## config.mk

```make
export PLATFORM = sky130hd
export DESIGN_NAME = booth_mul_ctrl
export DESIGN_NICKNAME = d
export VERILOG_FILES = /design/src/rtl/booth_mul_ctrl.sv
export SDC_FILE = /design/constraint.sdc
export NUM_CORES = 1
export LEC_CHECK = 0
export CAP_MARGIN = 5
export CELL_PAD_IN_SITES_DETAIL_PLACEMENT = 1
export CELL_PAD_IN_SITES_GLOBAL_PLACEMENT = 1
export CORE_MARGIN = 3
export CORE_UTILIZATION = 40
export CTS_BUF_LIST = sky130_fd_sc_hd__clkbuf_2 sky130_fd_sc_hd__clkbuf_4 sky130_fd_sc_hd__clkbuf_8
export DETAILED_ROUTE_END_ITERATION = 12
export PLACE_DENSITY = 0.85
export SLEW_MARGIN = 0
export SYNTH_ARGS = -nofsm -noshare
export SYNTH_HDL_FRONTEND = slang
export SYNTH_SLANG_ARGS = --single-unit
```

## constraint.sdc

```tcl
create_clock -name clk -period 12.2 [get_ports clk]
set_input_delay 3.05 -clock clk [delete_from_list [all_inputs] [get_ports clk]]
set_output_delay 3.05 -clock clk [all_outputs]
set_load 0.05 [all_outputs]
```

## src/rtl/booth_mul_ctrl.sv

```systemverilog
// Radix-4 Booth multiplier: captures a/b on start and steps one digit per cycle.
// Product is registered on the final step and held until the next result.
module booth_mul_ctrl #(
  parameter  int N  = 8,
  localparam int SW = ($clog2(N/2) < 1) ? 1 : $clog2(N/2)
) (
  input  logic           clk,
  input  logic           rst,
  input  logic           start,
  input  logic [N-1:0]   a,
  input  logic [N-1:0]   b,
  output logic           busy,
  output logic           done,
  output logic [2*N-1:0] product,
  output logic [2:0]     sdn,
  output logic [SW-1:0]  step
);

  typedef enum logic [1:0] {
    IDLE,
    RUN,
    DONE
  } state_t;

  state_t          state;
  state_t          state_n;
  logic [N-1:0]    ar;
  logic [N-1:0]    br;
  logic [2*N-1:0]  acc;
  logic [SW-1:0]   cnt;
  logic            accept;
  logic            last;
  logic [N:0]      bx;
  logic [SW:0]     idx;
  logic [2:0]      trip;
  logic [2:0]      dsel;
  logic [2*N-1:0]  ax;
  logic [2*N-1:0]  mag;
  logic [2*N-1:0]  sh;
  logic [2*N-1:0]  addend;
  logic [2*N-1:0]  acc_nx;

  // b[-1] is the implicit zero below the LSB
  assign bx   = {br, 1'b0};
  assign idx  = {cnt, 1'b0};
  assign trip = bx[idx +: 3];
  assign last = (cnt == SW'(N/2 - 1));

  always_comb begin
    dsel = 3'b000;
    case (trip)
      3'b001, 3'b010: dsel = 3'b010;
      3'b011:         dsel = 3'b100;
      3'b100:         dsel = 3'b101;
      3'b101, 3'b110: dsel = 3'b011;
      default:        dsel = 3'b000;
    endcase
  end

  // negative digits: ones' complement here, +1 folded into the add
  assign ax     = {{N{ar[N-1]}}, ar};
  assign mag    = dsel[2] ? (ax << 1) : (dsel[1] ? ax : '0);
  assign sh     = mag << idx;
  assign addend = dsel[0] ? ~sh : sh;
  assign acc_nx = acc + addend + {{(2*N-1){1'b0}}, dsel[0]};

  always_ff @(posedge clk) begin
    if (rst) state <= IDLE;
    else     state <= state_n;
  end

  always_comb begin
    state_n = state;
    accept  = 1'b0;
    case (state)
      IDLE: begin
        if (start) begin
          accept  = 1'b1;
          state_n = RUN;
        end
      end
      RUN: begin
        if (last) state_n = DONE;
      end
      DONE: begin
        if (start) begin
          accept  = 1'b1;
          state_n = RUN;
        end else begin
          state_n = IDLE;
        end
      end
      default: state_n = IDLE;
    endcase
  end

  always_ff @(posedge clk) begin
    if (rst) begin
      ar      <= '0;
      br      <= '0;
      acc     <= '0;
      cnt     <= '0;
      product <= '0;
    end else if (accept) begin
      ar  <= a;
      br  <= b;
      acc <= '0;
      cnt <= '0;
    end else if (state == RUN) begin
      acc <= acc_nx;
      cnt <= last ? '0 : cnt + 1'b1;
      if (last) product <= acc_nx;
    end
  end

  assign busy = (state == RUN);
  assign done = (state == DONE);
  assign sdn  = busy ? dsel : 3'b000;
  assign step = busy ? cnt : '0;

endmodule

```

# [After elaboration in Yosys (flattened, before gate mapping)]
# Cells that the tools add are included.
[totals] ff_bits=52 inputBits=19
[classes] n_addsub=3 n_eq_ne=11 n_shift=2 muxes=13 n_bitwise=2 reduce_logical=7
[ops] op="$mux W16" n=3
[ops] op="$add A16 B1 Y16" n=1
[ops] op="$add A16 B16 Y16" n=1
[ops] op="$not A16 Y16" n=1
[ops] op="$shl A16 B3 Y16" n=1
[ops] op="$pmux W3 S4" n=1
[ops] op="$eq A3 B3 Y1 const B" n=3
[ops] op="$shiftx A9 B4 Y3" n=1
[ops] op="$mux W2" n=4
[ops] op="$reduce_or A2 Y1" n=4
[ops] op="$eq A3 B2 Y1 const B" n=2
[ops] op="$pmux W2 S3" n=1
[ops] op="$eq A2 B2 Y1 const B" n=2
[ops] op="$eq A3 B1 Y1 const B" n=1
[ops] op="$mux W1" n=3
[ops] op="$mux W3" n=1
[ops] op="$reduce_and A3 Y1" n=1
[ops] op="$add A2 B1 Y2 const B" n=1
[ops] op="$eq A2 B1 Y1 const B" n=1
[ops] op="$logic_not A2 Y1" n=1
[ops] op="$ne A2 B1 Y1 const B" n=1
[ops] op="$ne A2 B2 Y1 const B" n=1
[ops] op="$reduce_and A2 Y1" n=1
[ops] op="$not A1 Y1" n=1

# [Logic depth before layout (Yosys ltp)]
# Gate-level depths: netlist of the first run.
[depth] ltp_word=11 depth_mapped=20 ltp_nobuf=17

# [Least setup slack after synthesis of the first run]
# OpenSTA, ideal clock, no wires.
[synth_timing] path_type="reg2out" from="reg state[1]" to="out sdn[1]" t_arrival_ps=2124 required_time_ps=9150 setup_slack_ps=7026 stages_incl_launch_ff=7 path_cell_list="dfxtp_1 nand2b_1 clkbuf_1 inv_1 clkbuf_1 buf_1 and2_1"
[synth_via] elab_chain_cells=2
[synth_lines] item="start, declared" line_no="25" source="state_t state;"
[synth_lines] item="start signal, assigned" line_no="69" source="else state <= state_n;"
[synth_lines] item="$eq A2 B1 Y1" line_no="116" source="assign busy = (state == RUN);"
[synth_lines] item="named net busy" line_no="12" source="output logic busy,"
[synth_lines] item="$mux W3" line_no="118" source="assign sdn = busy ? dsel : 3'b000;"
[synth_lines] item="end, declared" line_no="15" source="output logic [2:0] sdn,"
# The timed path passes the listed nets, and every way through them passes these cells.

# [Worst setup path in the final report of the first run]
[layout_timing] from="reg cnt[0]" to="out sdn[1]"
[layout_via] elab_chain_cells=5 word_cells_on_any_way=11 classes_between="eq/ne (6); shift (1); mux (2); reduce/logical (2)"
[layout_lines] item="start, declared" line_no="30" source="logic [SW-1:0] cnt;"
[layout_lines] item="start signal, assigned" line_no="111" source="cnt <= last ? '0 : cnt + 1'b1;"
[layout_lines] item="$shiftx A9 B4 Y3 (*)" line_no="46" source="assign trip = bx[idx +: 3];"
[layout_lines] item="$eq A3 B3 Y1 (tied with other cells)" line_no="51" source="case (trip)"
[layout_lines] item="$reduce_or A2 Y1" line_no="51"
[layout_lines] item="$pmux W3 S4 (*)" line_no="51"
[layout_lines] item="$mux W3 (*)" line_no="118"
# Every way passes the cells marked *; elsewhere a longest branch is shown, timed or not.

==> metrics.cfg, run 1 <==
[die]
die_y_um = 99.2
start_util_pct = 41.7
core_area_mm2 = 0.00834
die-area_mm2 = 0.00984
die_w_um = 99.2
ios = 42
rows = 33

[finish]
nFillCells = 1027
fin_cells = 566
drive_gt1_share_pct = 5.86
fin_nets = 496
syn_to_final_growth_pct = 15.2
num_antenna_cells = 0
regArea_mm2 = 0.00104
design_area_mm2 = 0.00400
multi_input_area_mm2 = 0.00227

[route]
vias = 3228
drc = 0
totalWireLength_um = 9650
viasPerCell = 5.70
wl_per_cell_um = 17.1
drtIter0Drc = 89
first_pass_iters = 4
ant_nets = 0

[grt]
grt_pass1_wl_um = 16200
grt_overflow = 0
grt_pass1_vias = 3320
grt_max_degree = 39
gr-usage-all-layers_pct = 19.9
grt_antenna_before_repair = 0

[clock_tree]
cts_setup_buffers = 0
clock_sinks = 52
h-tree-depth = 2
clk_path_buf_depth = 2
cts.hold.buffers_added = 0
clockRootBuffer = clkbuf_8
cts_resized = 0
cts_buffers = 5
clk-insertion-delay-late_ns = 0.31
clkTransAtPathRegs_ns = 0.10
cts_tree = yes

[power_and_ir_drop]
power_density_mw_per_mm2 = 99.2
leakage_nw = 1.56
vdd_ir_drop_max_v = 0.0000448

[yosys]
synth.top_cell.area_share_pct = 30.0
synth_top_cell_by_area = dfxtp_1
syn_nets = 475
ys_seq_area_share_pct = 30.0
yosys_warnings = 0
post_synth_xor_area_fraction_pct = 7.56
synthMuxAreaShare_pct = 4.29
synth_top_family_by_area = compound AO/OA/AOI/OAI gates
yosys.cell_types.count = 61
synth_edf_count = 0
async_flop_share_pct = 0
avgSynthCellArea_um2 = 7.91
synth_simple_gate_area_share_pct = 23.5
synthFlopType = dfxtp_1
synthAdderAreaFrac_pct = 6.34
synth_area_mm2 = 0.00347
ys_top_cells_by_area = dfxtp_1 30%, nand2_1 7.7%, a21oi_1 5.9%
synthCells = 439
ys_seq_elements = 52
synth_compound_area_share_pct = 23.7

[sta]
hold_viol_final = 0
finalSetupViolCount = 0
relSlewSlack_pct = 31.6
finalWorstSetupSlack_ns = 5.27
post-route-min-period_ns = 6.93
max_freq_mhz = 144
final.setup.tns_ns = 0
period_share_pct = 56.8
finClkSkew_ns = 0.00978
grt_setup_unrepaired = no
final_max_slew_viol_count = 0
worst_pin_slew_ns = 1.03

[worst_setup_path]
startpoint_type = flop
cp_cell_sequence = mux4_2 > xnor2_1 > and2_1 > clkdlybuf4s50_1
worstPathArrival_ns = 3.88
path_buf_inv = 1
worst_path_dominant_cell_family = flip-flops
critPathKind = flop to output port
required_ns = 9.15
worst_setup_path_end_kind = output port
slowest_delay_ns = 1.01
cpMaxStageDelayCell = dfxtp_1
path_max_fanout = 30

[place]
post-place-ws_ns = 5.63
place_area_mm2 = 0.00391
gp_congestion = 0.913
port_buffers = 41
dp_hpwl_um = 7140
place_inst = 558

[hold_path]
min-delay-path-class = flop to flop

[outcome]
status = finished clean

[job]
drv_cap = 0

==> cell usage after synthesis, types with 4 or more instances <==
library cell	n
o31ai_1	5
a22oi_1	5
nand4_1	5
nor3_1	8
a21boi_0	4
nor2b_1	6
mux2i_1	7
a21o_1	9
a211oi_1	9
nand3_1	15
o21a_1	6
nand2b_1	6
clkbuf_1	23
and2_1	6
dfxtp_1	52
inv_1	6
xor2_1	12
ha_1	16
xnor2_1	18
nand3b_1	5
or3_1	4
a21oi_1	41
nand2_1	71
nor2_1	26
o21ai_0	17
==> registers in the layout, summed over array words and instances (netlist names) <==
register  flops
acc          16
product      16
ar            8
br            8
cnt           2
state         2
==> stage by stage <==
step	util, %	power (W)	hold WS, ns
2_1_floorplan	-	0.000263	0.441
3_3_place_gp	46.8	0.000285	0.444
3_5_place_dp	46.8	0.000290	0.454
4_1_cts	48.0	0.000401	0.468
5_1_grt	48.0	0.000419	0.499
6_report	48.0	0.000397	0.466
==> layer usage <==
layer	vias to the layer above	global-route usage [%]	wire [um]
li1	1593	-	-
met1	1564	24.4	4390
met2	52	35.3	4760
met3	19	2.52	243
met4	0	7.46	256
met5	-	0	0
==> final timing paths <==
check	startpoint	end	slack [ns]	cells past startpoint
hold / removal	product[6]	product[6]	0.47	2
setup reg to reg	cnt[0]	acc[10]	6.39	15
hold reg to reg	product[6]	product[6]	0.47	2
setup / recovery	cnt[0]	sdn[1]	5.27	4
==> cell families (layout without fill, tap and decap cells) <==
| logic type | Yosys count | after routing |
|---|---|---|
| AND/OR/NAND/NOR | 169 | 169 |
| AO/OA/AOI/OAI | 122 | 122 |
| flip-flops | 52 | 52 |
| buffers and inverters | 37 | 59 |
| XOR/XNOR | 30 | 30 |
| adder cells (fa/ha/maj) | 17 | 17 |
| multiplexers | 12 | 12 |
==> where the power goes <==
part / internal (W) / total, W / switching, W
clock: 0.0000486 / 0.000110 / 0.0000612
sequential: 0.000176 / 0.000185 / 0.00000940
combinational: 0.0000412 / 0.000102 / 0.0000607
==> worst register-to-register path, stage by stage (launching register included) <==
cell,delay (ns)
dfxtp_1,1.01
mux4_2,0.76
xnor2_1,0.76
a22oi_1,0.25
o21a_1,0.24
nor2_1,0.14
xor2_1,0.20
ha_1,0.32
a21o_1,0.21
a21oi_1,0.21
nor2b_1,0.12
or2_2,0.31
a21oi_1,0.25
nor2_1,0.09
a2111oi_0,0.61
o21ai_0,0.19
==> placed cells by master (no fill, tap or decap), types with 3 or more instances in the layout <==
| cell type | count |
|---|---|
| nand2_1 | 71 |
| nor2_1 | 26 |
| mux2_2 | 3 |
| xor2_1 | 12 |
| a21oi_1 | 41 |
| o21a_1 | 6 |
| nor3_1 | 8 |
| o31ai_1 | 5 |
| nor2b_1 | 6 |
| clkdlybuf4s50_1 | 41 |
| a31oi_1 | 3 |
| or2_2 | 3 |
| nand3b_1 | 5 |
| o21ai_0 | 17 |
| dfxtp_1 | 52 |
| inv_1 | 6 |
| nand4_1 | 5 |
| and2_1 | 6 |
| nand2b_1 | 6 |
| or3_1 | 4 |
| a211oi_1 | 9 |
| a22o_1 | 3 |
| buf_4 | 4 |
| a22oi_1 | 5 |
| a21boi_0 | 4 |
| mux2i_1 | 7 |
| ha_1 | 16 |
| o211ai_1 | 3 |
| clkbuf_8 | 6 |
| nand3_1 | 15 |
| xnor2_1 | 18 |
| a21o_1 | 9 |
==> cell type report <==
cell class	count	share of cell area (%)
Clock inverter	1	0.188
Timing Repair Buffer	45	11.0
Clock buffer	7	2.25
Tap cell	105	3.28
Inverter	6	0.563
Multi-Input combinational cell	350	56.7
Sequential cell	52	26.0
Power figures use the tool's default switching activity.
==> run 2: changes to the inputs <==
- CORE_UTILIZATION: 40 -> 39
- PLACE_DENSITY: 0.85 -> 0.87
- clock period: 12.2 -> 5.8 ns (I/O delays scaled with it)
==> run 2 against run 1 <==
Against the previous run: register-to-register slack worse by 5.4 ns; combinational power is 110% higher; clock skew is 0.0013 ns higher; clock power is 100% higher; highest routed layer unchanged; largest power group unchanged; sequential power is 110% higher; global-route usage is 1.2 points lower; die area is 2.4% higher.
==> metrics.cfg, run 2 (synthesis gave the netlist of run 1 again) <==
[clock_tree]
cts_buffers = 5
h-tree-depth = 2
cts_tree = yes
clk-insertion-delay-late_ns = 0.32
clk_path_buf_depth = 2
cts.hold.buffers_added = 0
clkTransAtPathRegs_ns = 0.10
clockRootBuffer = clkbuf_8
clock_sinks = 52
cts_resized = 0
cts_setup_buffers = 0

[finish]
top_regs = acc: 16 flops, product: 16 flops
nFillCells = 1071
drive_gt1_share_pct = 6.47
design_area_mm2 = 0.00402
fin_nets = 499
num_antenna_cells = 0
regArea_mm2 = 0.00104
fin_cells = 569
final_common_cell = nand2_1
final_cell_mix = 71 x nand2_1, 52 x dfxtp_1, 41 x a21oi_1, 41 x clkdlybuf4s50_1, 26 x nor2_1
multi_input_area_mm2 = 0.00227
syn_to_final_growth_pct = 15.7

[grt]
gr-usage-met1_pct = 23.5
grt_pass1_vias = 3295
use_met2_pct = 33.7
top_usage_layer = met2
grt_antenna_before_repair = 0
grt_use_met3_pct = 2.64
grt_overflow = 0
grt_pass1_wl_um = 15600
gr-usage-all-layers_pct = 18.7
grt_max_degree = 39

[route]
totalWireLength_um = 9390
ant_nets = 0
first_pass_iters = 4
vias = 3222
viasPerCell = 5.66
drtIter0Drc = 84
wl_per_cell_um = 16.5
drc = 0

[sta]
final.setup.tns_ns = 0
worst_pin_slew_ns = 1.10
hold_viol_final = 0
finalSetupViolCount = 0
relSlewSlack_pct = 26.2
post-route-min-period_ns = 4.82
grt_setup_unrepaired = no
finClkSkew_ns = 0.0111
final_max_slew_viol_count = 0
period_share_pct = 83.1
max_freq_mhz = 208

[place]
port_buffers = 41
place_inst = 561
dp_hpwl_um = 7180
gp_congestion = 0.955
place_area_mm2 = 0.00393

[die]
core_area_mm2 = 0.00842
start_util_pct = 41.3
die-area_mm2 = 0.0101
die_y_um = 100
ios = 42
rows = 33
die_w_um = 100

[power_and_ir_drop]
p_switching_w = 0.000277
leakage_nw = 1.57
vdd_ir_drop_max_v = 0.000103
p_sw_share_pct = 33.5
internal_power_w = 0.000549
power_density_mw_per_mm2 = 205
power_frac_clock_pct = 26.6
power_frac_comb_pct = 26.6
seqPwrFrac_pct = 46.8

[outcome]
status = finished clean

[job]
drv_cap = 0

[worst_setup_path]
worstPathArrival_ns = 5.01
worst_setup_path_end_kind = flop
path_max_fanout = 33
critPathKind = flop to flop
startpoint_type = flop
worstRegToRegCells = 17
required_ns = 5.99

[hold_path]
hold_depth = 2
min-delay-path-class = flop to flop

run 2: cell types whose count changed in the layout (fill, tap and decap cells not counted), sizes merged:
cell / delta
clkbuf: -1
clkinv: +1
buf: +3
run 2: area by class of cell:
class,count,share of cell area (%)
multi-input cells,350,56.5
well taps,105,3.27
inverters,6,0.560
clock inverters,2,0.405
flip-flops and latches,52,25.9
clock buffers,6,1.90
repair buffers,48,11.5
run 2: metal layers:
layer,share of wire [%],up-vias
met1,46,1560
met5,0,-
li1,-,1595
met2,49,57
met4,1.0,0
met3,3.2,10
run 2: per-stage QoR:
step	hold WS (ns)	total power (W)	setup WS (ns)	utilization (%)
after floorplan	0.441	0.000552	1.49	-
after global placement	0.442	0.000603	1.34	46.6
after detailed placement	0.463	0.000612	1.12	46.6
after CTS	0.477	0.000831	1.00	47.7
after global routing	0.503	0.000868	0.581	47.7
final	0.472	0.000826	0.981	47.7
run 2: worst max-delay path: stages, from the launching register on:
cell       delay, ns
dfxtp_1         0.36
buf_4           0.33
mux2_2          0.39
o31ai_1         0.37
or3_1           0.39
a22oi_1         0.15
o21a_1          0.21
nor2_1          0.12
xor2_1          0.18
ha_1            0.31
a21o_1          0.21
a21oi_1         0.25
nor2b_1         0.12
or2_2           0.30
a21oi_1         0.21
nor2_1          0.08
a2111oi_0       0.55
o21ai_0         0.17
run 2: power by group through the flow:
stage	registers, W	clock network (W)	logic [W]
after floorplan	0.000388	0	0.000165
after global routing	0.000389	0.000238	0.000241
after global placement	0.000393	0	0.000210
final	0.000387	0.000220	0.000219
after detailed placement	0.000394	0	0.000218
after CTS	0.000386	0.000225	0.000219
run 2: final timing paths:
check / startpoint / slack (ns) / endpoint
setup / recovery: cnt[1] / 0.98 / acc[10]
hold / removal: product[7] / 0.47 / product[7]
setup reg to reg: cnt[1] / 0.98 / acc[10]
hold reg to reg: product[7] / 0.47 / product[7]
==> run 3: changes to the inputs <==
- clock period: 5.8 -> 4.2 ns (I/O delays scaled with it)
==> run 3 against run 2 <==
Against the previous run: clock-buffer cell count shrank 1; sequential power increased by 38%; critical endpoint is now product[15]; clock power up 62%; via count grew 6.3%; clock skew decreased by 0.0017 ns; combinational power grew 70%; global-route usage grew 2.3 points; flip-flop and latch count unchanged; sequential share of layout area decreased by 2.0 points.
==> metrics.cfg, run 3 (synthesis gave the netlist of run 1 again) <==
[grt]
grt_pass1_wl_um = 17300
gr-usage-all-layers_pct = 21.0
grt_pass1_vias = 3487
grt_antenna_before_repair = 0
grt_overflow = 0
grt_max_degree = 29

[finish]
syn_to_final_growth_pct = 25.8
num_antenna_cells = 0
drive_gt1_share_pct = 16.5
fin_nets = 525
final_cell_mix = 71 x nand2_1, 50 x dfxtp_1, 39 x clkdlybuf4s50_1
final_common_cell = nand2_1
nFillCells = 1049
top_regs = acc: 16 flops, product: 16 flops

[worst_setup_path]
endpoint = product[15]
startpoint_type = flop
worst_setup_path_end_kind = flop
worstRegToRegCells = 16
path_max_fanout = 6
critPathKind = flop to flop
rr_endpoint = product[15]
cp-startpoint = cnt[0]
required_ns = 4.46
worstPathArrival_ns = 4.44
regToRegSetupSlack_ns = 0.02
reg2reg_from = cnt[0]

[sta]
max_freq_mhz = 239
relSlewSlack_pct = 51.3
period_share_pct = 99.5
post-route-min-period_ns = 4.18
grt_setup_unrepaired = yes
finClkSkew_ns = 0.00935
hold_viol_final = 0
hold_slack_ns = 0.460
finalSetupViolCount = 0
finalWorstSetupSlack_ns = 0.0227
worst_pin_slew_ns = 0.731
final_max_slew_viol_count = 0

[route]
wl_per_cell_um = 18.4
first_pass_iters = 4
ant_nets = 0
drc = 0
viasPerCell = 5.75
totalWireLength_um = 11000
drtIter0Drc = 83
vias = 3424

[clock_tree]
clk-insertion-delay-late_ns = 0.32
clockRootBuffer = clkbuf_8
cts_tree = yes
clock_sinks = 52
cts_buffers = 5
cts.hold.buffers_added = 0
clk_path_buf_depth = 2
h-tree-depth = 2
clkTransAtPathRegs_ns = 0.10

[outcome]
status = finished clean

[place]
port_buffers = 41
gp_congestion = 0.911
dp_hpwl_um = 7690
post-place-ws_ns = -0.103

[die]
core_area_mm2 = 0.00842
ios = 42
start_util_pct = 41.3
die-area_mm2 = 0.0101
die_y_um = 100
rows = 33
die_w_um = 100

[power_and_ir_drop]
vdd_ir_drop_max_v = 0.000142
power_density_mw_per_mm2 = 289
leakage_nw = 1.75

[job]
drv_cap = 0

[hold_path]
min-delay-path-class = flop to flop
hold_start = product[5]

[run 3: cell count changes in the layout (fill, tap and decap cells not counted), sizes merged]
cell | before | now
clkbuf | 6 | 5
bufinv | 0 | 1
buf | 7 | 35
clkdlybuf4s50 | 41 | 39
[run 3: power breakdown]
part	switching, W	internal, W
clock network	0.000180	0.000177
registers	0.0000215	0.000511
logic	0.000210	0.000163
[run 3: cell type report]
cell class                      instances  area (um^2)  share of cell area, %
Timing Repair Buffer                   74          666                   15.2
Multi-Input combinational cell        350         2400                   54.8
Inverter                                6         22.5                  0.515
Clock buffer                            5         68.8                   1.57
Tap cell                              105          131                   3.01
Sequential cell                        52         1040                   23.9
Clock inverter                          3         42.5                  0.973
[run 3: metal layers]
layer	share of wire [%]	wire, um	vias to the layer above	global-route usage [%]
li1	-	-	1652	-
met1	42	4550	1675	26.1
met2	52	5740	77	37.6
met3	3.7	402	20	3.13
met4	2.4	261	0	5.60
met5	0	0	-	0
[run 3: what timing repair did]
action                     in CTS  in global routing
resized for setup               7                 20
buffers inserted                0                  8
pin swaps                       3                 12
setup endpoints to repair      10                 18
cloned                          0                  0
[run 3: worst max-delay path, cell delays in order (launching register included)]
cell and delay (ns):
dfxtp_2 0.35, mux4_2 0.56, and4_4 0.20, or3_4 0.37, buf_4 0.18, a22oi_1 0.25
o31ai_1 0.17, xor2_1 0.18, ha_1 0.32, a211oi_1 0.37, nor2_2 0.12, nor3_1 0.19
o21a_1 0.14, o31ai_2 0.09, xnor2_2 0.16, or4_1 0.40, nand3_1 0.08
[run 3: worst min path at each step]
stage,depth (start not counted),end,slack (ns)
2_1_floorplan,2,acc[4],0.44
3_3_place_gp,2,product[7],0.44
3_5_place_dp,2,product[5],0.45
4_1_cts,2,product[5],0.46
5_1_grt,2,product[6],0.50
6_report,2,product[5],0.46
[run 3: through the flow]
step / total power, W / instance area, um^2 / std cells / util (%) / TNS, ns
6_report: 0.00126 / 4370 / 595 / 51.9 / 0
5_1_grt: 0.00132 / 4370 / 595 / 51.9 / -0.983
4_1_cts: 0.00124 / 4210 / 587 / 50.0 / -0.00229
3_5_place_dp: 0.000873 / 4080 / 579 / 48.4 / -0.224
3_3_place_gp: 0.000856 / 4080 / 579 / 48.4 / 0
2_1_floorplan: 0.000765 / 3480 / 439 / - / 0
